<file path="config.mk">
export PLATFORM = sky130hd
export DESIGN_NAME = bounce_gen
export DESIGN_NICKNAME = d
export VERILOG_FILES = /design/src/rtl/bounce_gen.sv
export SDC_FILE = /design/constraint.sdc
export NUM_CORES = 1
export LEC_CHECK = 0
export ABC_AREA = 1
export CAP_MARGIN = 30
export CORE_MARGIN = 2
export CORE_UTILIZATION = 40
export DETAILED_ROUTE_END_ITERATION = 8
export PLACE_DENSITY = 0.62
export SLEW_MARGIN = 20
export SYNTH_ARGS = -nofsm -noshare
export SYNTH_HDL_FRONTEND = slang
export SYNTH_SLANG_ARGS = --single-unit
export TNS_END_PERCENT = 50
</file>
<file path="constraint.sdc">
create_clock -name clk -period 2.7 [get_ports clk]
set_input_delay 0.405 -clock clk [delete_from_list [all_inputs] [get_ports clk]]
set_output_delay 0.405 -clock clk [all_outputs]
set_load 0.05 [all_outputs]
</file>
<file path="src/rtl/bounce_gen.sv">
// bounce_gen -- switch-bounce emulator.
//
// Whenever the requested clean level changes, this block drives a contact-bounce
// waveform on btn_out for a fixed window and then settles to the requested level.
// It feeds the button debouncer's btn input, so thresholds can be exercised
// without a physical pushbutton.
//
// Parameters:
//   BOUNCE_CYCLES  length of the bounce window in clk cycles (>= 2)
//   MIN_GAP        minimum cycles between bounce toggles (>= 1)
//   GAP_BITS       LFSR bits added to MIN_GAP for the random part of a gap (1..16)
//   SEED           LFSR reset value; 0 is replaced by 16'h0001
//
// Ports:
//   clk           system clock
//   reset         asynchronous, active-high reset
//   level_in      requested clean button level, synchronous to clk
//   btn_out       emulated bouncy button signal (registered)
//   busy          high while a bounce window is in progress (registered)
//   toggle_count  bounce toggles in the current/last window, saturates at 255
//
// Build option:
//   BOUNCE_GEN_FIXED_GAP_EN  when defined, the LFSR is removed and every gap is
//                            exactly MIN_GAP (deterministic periodic bounce).
//                            SEED is only used when this macro is undefined.

module bounce_gen #(
  parameter int          BOUNCE_CYCLES = 20000,
  parameter int          MIN_GAP       = 50,
  parameter int          GAP_BITS      = 8,
  parameter logic [15:0] SEED          = 16'hACE1
) (
  input  logic       clk,
  input  logic       reset,
  input  logic       level_in,
  output logic       btn_out,
  output logic       busy,
  output logic [7:0] toggle_count
);

  // The gap counter must hold the largest possible gap, MIN_GAP + 2^GAP_BITS - 1.
  localparam int GAP_MAX = MIN_GAP + (1 << GAP_BITS) - 1;
  localparam int GAP_W   = $clog2(GAP_MAX + 1);
  localparam int WIN_W   = $clog2(BOUNCE_CYCLES + 1);

  localparam logic [0:0] ST_IDLE   = 1'b0;
  localparam logic [0:0] ST_BOUNCE = 1'b1;

  logic [0:0]       state;
  logic             stable;
  logic             target;
  logic [WIN_W-1:0] win_cnt;
  logic [GAP_W-1:0] gap_cnt;
  logic [GAP_W-1:0] gap_next;
  logic             request;
  logic             win_last;
  logic             gap_expire;
  logic             gap_load;

  assign request  = (state == ST_IDLE) && (level_in != stable);
  // win_cnt is cleared on the request edge, so it reads k-1 at the k-th edge
  // of the window; the window closes on edge N + BOUNCE_CYCLES.
  assign win_last   = (state == ST_BOUNCE) && (win_cnt == WIN_W'(BOUNCE_CYCLES - 1));
  // A gap of g loaded at edge M expires (toggles) at edge M + g.
  assign gap_expire = (state == ST_BOUNCE) && (gap_cnt == GAP_W'(1));
  // Window end wins over a coincident expiry, and that expiry loads no new gap.
  assign gap_load   = request || (gap_expire && !win_last);

`ifdef BOUNCE_GEN_FIXED_GAP_EN
  assign gap_next = GAP_W'(MIN_GAP);
`else
  localparam logic [15:0] SEED_EFF = (SEED == 16'h0000) ? 16'h0001 : SEED;

  logic [15:0]         lfsr;
  logic                lfsr_fb;
  logic [GAP_BITS-1:0] lfsr_low;

  assign lfsr_fb  = lfsr[15] ^ lfsr[13] ^ lfsr[12] ^ lfsr[10];
  assign lfsr_low = lfsr[GAP_BITS-1:0];
  // The gap uses the LFSR value present at the load; the LFSR then steps.
  assign gap_next = GAP_W'(MIN_GAP) + GAP_W'(lfsr_low);

  // Fibonacci LFSR, stepped once per gap load so the gap sequence does not
  // depend on how long the block sits idle between windows.
  always_ff @(posedge clk or posedge reset) begin
    if (reset) begin
      lfsr <= SEED_EFF;
    end else if (gap_load) begin
      lfsr <= {lfsr[14:0], lfsr_fb};
    end
  end
`endif

  // Main controller: IDLE mirrors the stable level and waits for a request;
  // BOUNCE counts the window, toggles btn_out on each gap expiry and finally
  // forces btn_out and the stable level to the captured target.
  always_ff @(posedge clk or posedge reset) begin
    if (reset) begin
      state        <= ST_IDLE;
      stable       <= 1'b0;
      target       <= 1'b0;
      btn_out      <= 1'b0;
      busy         <= 1'b0;
      toggle_count <= 8'd0;
      win_cnt      <= '0;
      gap_cnt      <= '0;
    end else begin
      case (state)
        ST_IDLE: begin
          btn_out <= stable;
          if (request) begin
            target       <= level_in;
            btn_out      <= level_in;
            busy         <= 1'b1;
            win_cnt      <= '0;
            toggle_count <= 8'd0;
            gap_cnt      <= gap_next;
            state        <= ST_BOUNCE;
          end
        end
        ST_BOUNCE: begin
          win_cnt <= win_cnt + WIN_W'(1);
          if (win_last) begin
            btn_out <= target;
            stable  <= target;
            busy    <= 1'b0;
            state   <= ST_IDLE;
          end else if (gap_expire) begin
            btn_out <= ~btn_out;
            if (toggle_count != 8'hFF) begin
              toggle_count <= toggle_count + 8'd1;
            end
            gap_cnt <= gap_next;
          end else begin
            gap_cnt <= gap_cnt - GAP_W'(1);
          end
        end
        default: begin
          state <= ST_IDLE;
        end
      endcase
    end
  end

endmodule

</file>
[Yosys cells after proc, flatten, opt, wreduce, memory -nomap -nowiden]
Index checks and enable logic that the tools add are counted.
Word-level totals
  bits in registers: 53
  output and inout port bits: 10
  logic and storage cells: 60
Operators by class
  $add $sub $neg: 4
  eq/ne operators: 10
  mux-type cells: 21
  bitwise gates (word level): 5
  reduce and logical (&&, ||, !) cells: 11
Operators by type and width (count)
  $mux 8: 4
  $pmux 15 s2: 1
  $mux 9: 3
  $pmux 9 s2: 1
  $pmux 8 s2: 1
  $add 15x1->15 const B: 1
  $eq 15x15->1 const B: 1
  $mux 15: 1
  $add 6x8->9 const A: 1
  $eq 9x1->1 const B: 1
  $sub 9x1->9 const B: 1
  $add 8x1->8 const B: 1
  $ne 8x8->1 const B: 1
  $reduce_and 2->1: 4
  $mux 1: 7
  $ne 2x1->1 const B: 3
  $pmux 1 s2: 3
  $logic_and 1x1->1: 4
  $ne 2x2->1 const B: 2
  $reduce_and 4->1: 1
  $ne 3x1->1 const B: 1
  $xor 1x1->1: 3
  $not 1->1: 2
  $logic_not 1->1: 1
  2 further kinds: 2

[Longest topological paths before layout]
Gate-level depths: netlist of the first run.
  depth after elaboration: 5
  mapped depth: 11
  depth with buffers taken out: 11

[Worst setup path before layout of the first run]
OpenSTA, ideal clock, no wires.
  kind: register to register
  from: reg toggle_count[0]
  to: reg toggle_count[2]
  setup time: 0.065 ns
  arrival time: 1.733 ns
  slack: 0.901 ns
  cell stages (with the launch flop): 10
  clock period less this slack: 1.799 ns
  cells stage by stage: dfrtp_1 > ha_1 > nand3_1 > nor2_1 > nand2_1 > nor2_1 > nor2_4 > nand2_4 > nand2_1 > nand2_1
Between the ends
  word-level cells in the longest chain between the ends: 5
  elaborated cells on any way between the ends: 8
RTL lines
  from (decl): line 38  | output logic [7:0] toggle_count
  from (signal assigned): line 131  | toggle_count <= toggle_count + 8'd1;
  $add 8x1->8: line 131
  $mux 8: line 130  | if (toggle_count != 8'hFF) begin
  $mux 8: line 128  | end else if (gap_expire) begin
  $mux 8: line 123  | if (win_last) begin
  $pmux 8 s2: line 108  | case (state)
Several ways; a longest one is shown, not always the timed one. The select of a mux whose other input is x is not followed.
A chain may end at the register's enable or synchronous reset.

[Final worst setup path of the first run]
  from: reg toggle_count[0]
  to: out toggle_count[0]
No word-level cell between the ends.

==> results of run 1 <==
-- how the worst max path moves through the flow --
stage | to | slack (ns)
after floorplan | toggle_count[2] | 0.90
after global placement | gap_cnt[7] | 0.51
after detailed placement | gap_cnt[5] | 0.42
after CTS | toggle_count[0] | 0.70
after global routing | gap_cnt[5] | 0.52
final | toggle_count[0] | 0.72
-- routing by layer --
metal	track usage (%)	up-vias	routed length (um)
li1	-	1306	-
met1	20.1	1110	2880
met5	0	-	0
met2	24.7	27	2650
met4	3.72	0	51
met3	2.85	4	121
-- placed cells by master (no fill, tap or decap) --
cell and n:
a21oi_1 3, buf_12 1, bufinv_16 1, clkbuf_1 1
clkbuf_8 5, clkdlybuf4s50_1 12, dfrtp_1 45, dfstp_2 8
ha_1 5, inv_1 24, inv_2 11, inv_4 1
inv_6 1, mux2i_1 1, nand2_1 137, nand2_2 5
nand2_4 4, nand3_1 76, nand3b_1 1, nand4_1 5
nor2_1 31, nor2_2 5, nor2_4 2, nor3b_1 2
o21ai_0 13, o21ai_1 2, o22ai_1 1, or2_2 1
xnor2_1 4, xor2_1 4
-- cell families (layout without fill, tap and decap cells) --
group,after synthesis,after routing,synth area share (%)
compound gates,19,19,3.24
mux,1,1,0.337
flops,53,53,45.0
simple gates,269,269,40.4
xor+xnor,8,8,2.36
buf+inv,45,57,6.53
fa+ha+maj,5,5,2.11
-- sequential cells by signal, indices dropped and copies added, names as in the netlist --
name,flops
busy,1
toggle_count,8
win_cnt,15
btn_out,1
gap_cnt,9
stable,1
state,1
lfsr,16
target,1
-- cell type report --
class	count	area, um^2	area share [%]
Sequential cell	53	1340	40.6
Clock buffer	6	72.6	2.21
Clock inverter	2	38.8	1.18
Tap cell	99	124	3.77
Timing Repair Buffer	13	140	4.26
Inverter	36	138	4.18
Multi-Input combinational cell	302	1440	43.8
-- power breakdown --
group / total, W / internal [W] / switching (W)
Clock: 0.000545 / 0.000281 / 0.000264
Sequential: 0.000917 / 0.000848 / 0.0000690
Combinational: 0.000194 / 0.0000730 / 0.000121
-- metrics by stage --
step,hold slack (ns),cells
floorplan,0.442,400
global placement,0.454,503
detailed placement,0.453,503
CTS,0.475,511
global route,0.476,511
finish,0.468,511
==> results_dict.tcl, run 1 <==
set metrics [dict create \
    ys_ff_latch 53 \
    synthArstFlopShare_pct 100 \
    status "complete, no violations" \
    period_minus_slack_ns 1.98 \
    critPathLaunchType "register" \
    rsz0062_at_grt "false" \
    synth_most_common_cell "nand2_1" \
    netlist-cell-type-count 28 \
    drive_gt1_share_pct 10.9 \
    finalSetupTns_ns 0 \
    syn_area_um2 2970 \
    cts.sinks 53 \
    maxSlewHeadroom_pct 62.5 \
    dr.pass1.iters 4 \
    reg2reg_setup_slack_ns 0.78 \
    io_pins 13 \
    dpl_cell_area_um2 3180 \
    synth.area.top_cells "dfrtp_1, nand2_1, nand3_1" \
    final_area_um2 3290 \
    cts_buffer_depth 2 \
    vias_per_cell 4.79 \
    cts_setup_buffers 0 \
    post_synth.cell_area_avg_um2 7.43 \
    dr.first_iter.drc_count 127 \
    path_clk_slew_ns 0.10 \
    dp_slack_ns 0.423 \
    hold_viol_final 0 \
    crit_path_max_incr_delay_ns 0.84 \
    cp-startpoint "toggle_count[0]" \
    seq_area_frac_synth_pct 45.0 \
    grt-ovfl-total 0 \
    htreeDepth 2 \
    nets 419 \
    dieHeight_um 90.2 \
    r2r-end "toggle_count[7]" \
    clk_latency_ns 0.30 \
    totalPowerFinal_w 0.00166 \
    routabilityCongestion 0.842 \
    reg2regPathDepth 11 \
    p_leak_nw 1.65 \
    fin_crit_sh_pct 73.5 \
    yosysTopAreaCellShare_pct 37.9 \
    synth_common_cells "nand2_1, nand3_1, dfrtp_1" \
    drc 0 \
    antenna_found_initial 0 \
    grt_usage_pct 14.9 \
    diodes 0 \
    fin_ws_ns 0.716 \
    finalMaxSlewViolations 0 \
    path_buf_inv 1 \
    avgRoutedWirePerCell_um 11.2 \
    grt_pass1_wl_um 10300 \
    cts_resized 0 \
    syn_to_final_growth_pct 10.7 \
    hold_buffers 0 \
    path_delay_family "buffers and inverters" \
    core_um2 7210 \
    dieArea_um2 8130 \
    via_count 2447 \
    utilization_pct 45.6 \
    slowest_stage "clkdlybuf4s50_1" \
    synth_enable_flop_cells 0 \
    initial_utilization_pct 41.2 \
    cp_max_fo 5 \
    cts-root-buf "clkbuf_8" \
    cp.arrival_ns 1.58 \
    skew_ns 0.0127 \
    grt_max_degree 54 \
    cts_buffers 5 \
    synth_nets 408 \
    finalSetupViolCount 0 \
    end_kind "output pin" \
    die_x_um 90.2 \
    max_freq_mhz 504 \
    ir_drop_uv 241 \
    crit_type "reg -> out" \
    grt_pass1_vias 2388 \
    wl_um 5700 \
    cp.required_ns 2.30 \
    synth_ff_type "dfrtp_1" \
    portBuffers 12 \
    tightest_slew_ns 0.563 \
    r2r-start "gap_cnt[1]" \
    nFillCells 755 \
    syn-instance-count 400 \
    hpwl_um 4060 \
    maxCapViolations 0 \
    ant_nets 0 \
    cts_tree "built" \
    yosysWarnings 0 \
    yosysTopAreaCell "dfrtp_1" \
    path_depth 1 \
    min_path_type "in -> async" \
    crit_chain "clkdlybuf4s50_1" \
    p_per_area_nw_per_um2 503 \
    num_rows 31 \
]
(Power assumes the default switching activity.)
==> run 2, diff against run 1 <==
==> constraint.sdc (replaced) <==
create_clock -name clk -period 1.9 [get_ports clk]
set_input_delay 0.285 -clock clk [delete_from_list [all_inputs] [get_ports clk]]
set_output_delay 0.285 -clock clk [all_outputs]
set_load 0.05 [all_outputs]
==> run 2 against run 1 <==
Net effect:
- clock skew grew 0.0018 ns
- routed wire length rose by 5.5%
- register-to-register slack worse by 0.60 ns
- die area did not move
- utilization increased by 0.73 points
- sequential share of layout area shrank 0.64 points
- first-iteration DRC count down 39%
- non-clock buffer count increased by 8
- critical path depth unchanged
- flip-flop and latch count is the same
- hold slack lost 0.14 ns
- sequential power up 42%
- critical path type unchanged
- critical endpoint is now toggle_count[6]
==> results_dict.tcl, run 2 (synthesis gave the netlist of run 1 again) <==
set metrics [dict create \
    clk_latency_ns 0.31 \
    p_leak_nw 1.79 \
    grt_usage_pct 16.3 \
    crit_path_max_incr_delay_ns 0.82 \
    multi_input_area_um2 1440 \
    max_freq_mhz 553 \
    tightest_slew_ns 0.511 \
    totalPowerFinal_w 0.00223 \
    comb_power_share_pct 12.6 \
    fin_crit_sh_pct 95.2 \
    p_per_area_nw_per_um2 667 \
    initial_utilization_pct 41.2 \
    reg_top3 "lfsr: 16 flops, win_cnt: 15 flops, gap_cnt: 9 flops" \
    skew_ns 0.0146 \
    routabilityCongestion 0.821 \
    path_clk_slew_ns 0.10 \
    dieHeight_um 90.2 \
    avgRoutedWirePerCell_um 11.6 \
    largest_reg_flops 16 \
    core_um2 7210 \
    min_path_type "in -> async" \
    ant_nets 0 \
    clockPowerShare_pct 29.0 \
    cts-root-buf "clkbuf_8" \
    finalSetupTns_ns 0 \
    finalSetupViolCount 0 \
    reg2reg_setup_slack_ns 0.18 \
    crit_chain "clkdlybuf4s50_1" \
    hold_viol_final 0 \
    cts_buffer_depth 2 \
    r2r-start "win_cnt[0]" \
    ir_drop_uv 290 \
    syn_to_final_growth_pct 12.5 \
    maxCapViolations 0 \
    grt_pass1_wl_um 11100 \
    num_rows 31 \
    rsz0062_at_grt "false" \
    slowest_stage "clkdlybuf4s50_1" \
    grt_pass1_vias 2502 \
    p_switching_w 0.000656 \
    wl_um 6020 \
    grt_max_degree 54 \
    largest-register "lfsr" \
    drc 0 \
    period_minus_slack_ns 1.81 \
    cts_setup_buffers 0 \
    hpwl_um 4200 \
    r2r-end "gap_cnt[2]" \
    dieArea_um2 8130 \
    final_common_cell "nand2_1" \
    io_pins 13 \
    register_area_um2 1340 \
    maxSlewHeadroom_pct 65.9 \
    vias_per_cell 4.89 \
    cp.required_ns 1.62 \
    cts_tree "built" \
    htreeDepth 2 \
    portBuffers 12 \
    intPower_w 0.00157 \
    nFillCells 752 \
    path_depth 1 \
    nets 427 \
    swShare_pct 29.4 \
    cp_max_fo 4 \
    die_x_um 90.2 \
    dr.pass1.iters 4 \
    reg2regPathDepth 9 \
    dr.first_iter.drc_count 78 \
    antenna_found_initial 0 \
    path_buf_inv 1 \
    via_count 2540 \
    pwr-share-seq_pct 58.5 \
    crit_type "reg -> out" \
    critPathLaunchType "register" \
    end_kind "output pin" \
    finalMaxSlewViolations 0 \
    cp.arrival_ns 1.52 \
    cts_buffers 5 \
    grt-ovfl-total 0 \
    mostFrequentLayoutCells "nand2_1, nand3_1, dfrtp_1, nor2_1, inv_1" \
    drive_gt1_share_pct 12.6 \
    path_delay_family "buffers and inverters" \
    diodes 0 \
    status "complete, no violations" \
    cts.sinks 53 \
]
run 2: worst max path at each step:
stage / from / end / slack, ns
after floorplan: toggle_count[0] / toggle_count[2] / 0.10
after global placement: level_in / gap_cnt[1] / 0.16
after detailed placement: level_in / gap_cnt[2] / 0.12
after CTS: toggle_count[2] / toggle_count[2] / 0.006
after global routing: win_cnt[0] / gap_cnt[7] / 0.007
final: toggle_count[6] / toggle_count[6] / 0.09
run 2: layer usage:
metal,vias to the layer above,GRT usage (%),part of all wire [%],wire [um]
met5,-,0,0,0
met4,0,4.87,0.65,39
met3,4,2.85,2.6,159
met2,27,27.1,48,2890
met1,1190,21.9,49,2930
li1,1319,-,-,-
run 2: power by group through the flow:
| stage | sequential, W | clock (W) | combinational, W |
|---|---|---|---|
| floorplan | 0.00130 | 0 | 0.000227 |
| global placement | 0.00132 | 0 | 0.000272 |
| detailed placement | 0.00132 | 0 | 0.000283 |
| CTS | 0.00130 | 0.000680 | 0.000284 |
| global route | 0.00132 | 0.000723 | 0.000336 |
| finish | 0.00130 | 0.000646 | 0.000280 |
run 2: cell type report:
cell class,count,area share [%]
inverter,36,4.12
multi-input combinational,302,43.1
tap,99,3.71
sequential,53,40.0
timing repair buffer,21,6.44
clock inverter,2,0.487
clock buffer,6,2.17
run 2: worst register-to-register path: cells and delay by family, from the launching register on:
| family | cells | cell delay [ns] |
|---|---|---|
| buffers and inverters | 1 | 0.28 |
| adder cells (fa/ha/maj) | 1 | 0.21 |
| AND/OR/NAND/NOR | 7 | 0.77 |
| flip-flops | 1 | 0.40 |
run 2: repair_timing:
| action | 4_1_cts | 5_1_grt |
|---|---|---|
| hold buffers | 0 | 0 |
| setup endpoints to repair | 0 | 6 |
| gates resized for setup | 0 | 6 |
run 2: per-stage QoR:
| step | hold slack (ns) | instance area [um^2] | instances | util [%] | worst slack (ns) |
|---|---|---|---|---|---|
| global placement | 0.454 | 3240 | 511 | 44.9 | 0.160 |
| global route | 0.369 | 3340 | 519 | 46.3 | 0.00654 |
| CTS | 0.333 | 3330 | 519 | 46.1 | 0.00645 |
| detailed placement | 0.456 | 3240 | 511 | 44.9 | 0.120 |
| finish | 0.331 | 3340 | 519 | 46.3 | 0.0918 |
| floorplan | 0.442 | 2970 | 400 | - | 0.101 |
==> run 3, diff against run 2 <==
--- a/config.mk
+++ b/config.mk
@@ -8,9 +8,9 @@
 export ABC_AREA = 1
 export CAP_MARGIN = 30
 export CORE_MARGIN = 2
-export CORE_UTILIZATION = 40
+export CORE_UTILIZATION = 60
 export DETAILED_ROUTE_END_ITERATION = 8
-export PLACE_DENSITY = 0.62
+export PLACE_DENSITY = 0.84
 export SLEW_MARGIN = 20
 export SYNTH_ARGS = -nofsm -noshare
 export SYNTH_HDL_FRONTEND = slang
==> run 3 against run 2 <==
Net effect:
- non-clock buffer count decreased by 2
- critical path type unchanged
- hold slack gained 0.012 ns
- clock power is 3.4% lower
- clock skew fell by 0.0091 ns
- largest cell class unchanged
- via count up 0.35%
- sequential share of layout area up 0.61 points
- sequential power about the same
- global-route usage is 7.3 points higher
==> results_dict.tcl, run 3 (synthesis gave the netlist of run 1 again) <==
set metrics [dict create \
    crit_type "reg -> out" \
    finalSetupTns_ns 0 \
    min_path_type "in -> async" \
    hold_viol_final 0 \
    cp_max_fo 5 \
    path_buf_inv 1 \
    path_clk_slew_ns 0.09 \
    drive_gt1_share_pct 12.7 \
    r2r-start "toggle_count[0]" \
    critPathLaunchType "register" \
    mostFrequentLayoutCells "nand2_1, nand3_1, dfrtp_1, nor2_1, inv_1" \
    utilization_pct 69.2 \
    vias_per_cell 5.26 \
    slowest_stage "clkdlybuf4s50_1" \
    htreeDepth 2 \
    cts_tree "built" \
    finalMaxSlewViolations 0 \
    cts_buffers 5 \
    cts_setup_buffers 0 \
    reg2reg_setup_slack_ns 0.13 \
    io_pins 13 \
    cts_buffer_depth 2 \
    hold_buffers 0 \
    p_leak_nw 1.74 \
    finalSetupViolCount 0 \
    dr.first_iter.drc_count 211 \
    grt_max_degree 54 \
    crit_path_max_incr_delay_ns 0.83 \
    num_rows 25 \
    grt_pass1_vias 2393 \
    reg2regPathDepth 9 \
    hpwl_um 4090 \
    cp.required_ns 1.62 \
    end_kind "output pin" \
    ir_drop_uv 569 \
    antenna_found_initial 0 \
    path_delay_family "buffers and inverters" \
    largest-register "lfsr" \
    initial_utilization_pct 62.5 \
    ant_nets 0 \
    status "complete, no violations" \
    skew_ns 0.00548 \
    swShare_pct 29.0 \
    cts.sinks 53 \
    dieHeight_um 74.4 \
    maxCapViolations 0 \
    reg_top3 "lfsr: 16 flops, win_cnt: 15 flops, gap_cnt: 9 flops" \
    final_common_cell "nand2_1" \
    fin_crit_sh_pct 96.7 \
    crit_chain "clkdlybuf4s50_1" \
    dieArea_um2 5530 \
    portBuffers 12 \
    dr.pass1.iters 4 \
    syn_to_final_growth_pct 10.8 \
    diodes 0 \
    grt_usage_pct 23.6 \
    routabilityCongestion 0.826 \
    via_count 2549 \
    tightest_slew_ns 0.511 \
    grt_pass1_wl_um 10200 \
    clockPowerShare_pct 28.3 \
    nets 425 \
    rsz0062_at_grt "false" \
    period_minus_slack_ns 1.84 \
    grt-ovfl-total 0 \
    clk_latency_ns 0.31 \
    r2r-end "toggle_count[7]" \
    max_freq_mhz 545 \
    avgRoutedWirePerCell_um 11.9 \
    comb_power_share_pct 12.5 \
    intPower_w 0.00156 \
    wl_um 5770 \
    die_x_um 74.4 \
    pwr-share-seq_pct 59.1 \
    cp.arrival_ns 1.55 \
    cts-root-buf "clkbuf_8" \
    maxSlewHeadroom_pct 65.9 \
    largest_reg_flops 16 \
    p_per_area_nw_per_um2 669 \
    p_switching_w 0.000638 \
    drc 0 \
    core_um2 4750 \
]
[run 3: per-layer routing]
metal / vias to the layer above / wire (um) / global-route usage, %
li1: 1318 / - / -
met1: 1181 / 2660 / 30.1
met2: 43 / 2800 / 40.8
met3: 7 / 227 / 4.74
met4: 0 / 75 / 6.94
met5: - / 0 / 0
[run 3: power by group through the flow]
stage	logic [W]	clock network [W]	registers, W
2_1_floorplan	0.000227	0	0.00130
3_3_place_gp	0.000267	0	0.00132
3_5_place_dp	0.000278	0	0.00132
4_1_cts	0.000280	0.000640	0.00130
5_1_grt	0.000330	0.000682	0.00131
6_report	0.000276	0.000624	0.00130
[run 3: metrics by stage]
| stage | instance area, um^2 | setup WS, ns | power, W | hold WS (ns) | instances |
|---|---|---|---|---|---|
| floorplan | 2970 | 0.101 | 0.00153 | 0.442 | 400 |
| global route | 3290 | 0.000869 | 0.00233 | 0.372 | 485 |
| detailed placement | 3180 | 0.0423 | 0.00160 | 0.454 | 477 |
| finish | 3290 | 0.0635 | 0.00220 | 0.343 | 485 |
| global placement | 3180 | 0.104 | 0.00159 | 0.452 | 477 |
| CTS | 3270 | 0.00757 | 0.00222 | 0.353 | 485 |
[run 3: worst max path at each step]
stage	startpoint	to	cells after the start	slack (ns)
5_1_grt	win_cnt[0]	toggle_count[7]	9	0.0009
3_5_place_dp	level_in	gap_cnt[1]	8	0.04
4_1_cts	toggle_count[7]	toggle_count[7]	1	0.008
3_3_place_gp	level_in	gap_cnt[5]	8	0.10
2_1_floorplan	toggle_count[0]	toggle_count[2]	9	0.10
6_report	toggle_count[0]	toggle_count[0]	1	0.06
[run 3: worst min-delay path, stage by stage]
cell	delay, ns
clkdlybuf4s50_1	0.42
inv_2	0.07
buf_12	0.26
[run 3: layout make-up]
class                      count  area, um^2
fill                         395        1460
multi-input combinational    302        1450
sequential                    53        1340
timing repair buffer          19         195
inverter                      36         141
tap                           67        83.8
clock buffer                   5        68.8
clock inverter                 3        17.5
[run 3: timing repair]
action | in CTS | in global routing
gates resized for setup | 0 | 6
endpoints found under the setup margin | 0 | 10
hold endpoints to repair | 0 | 0
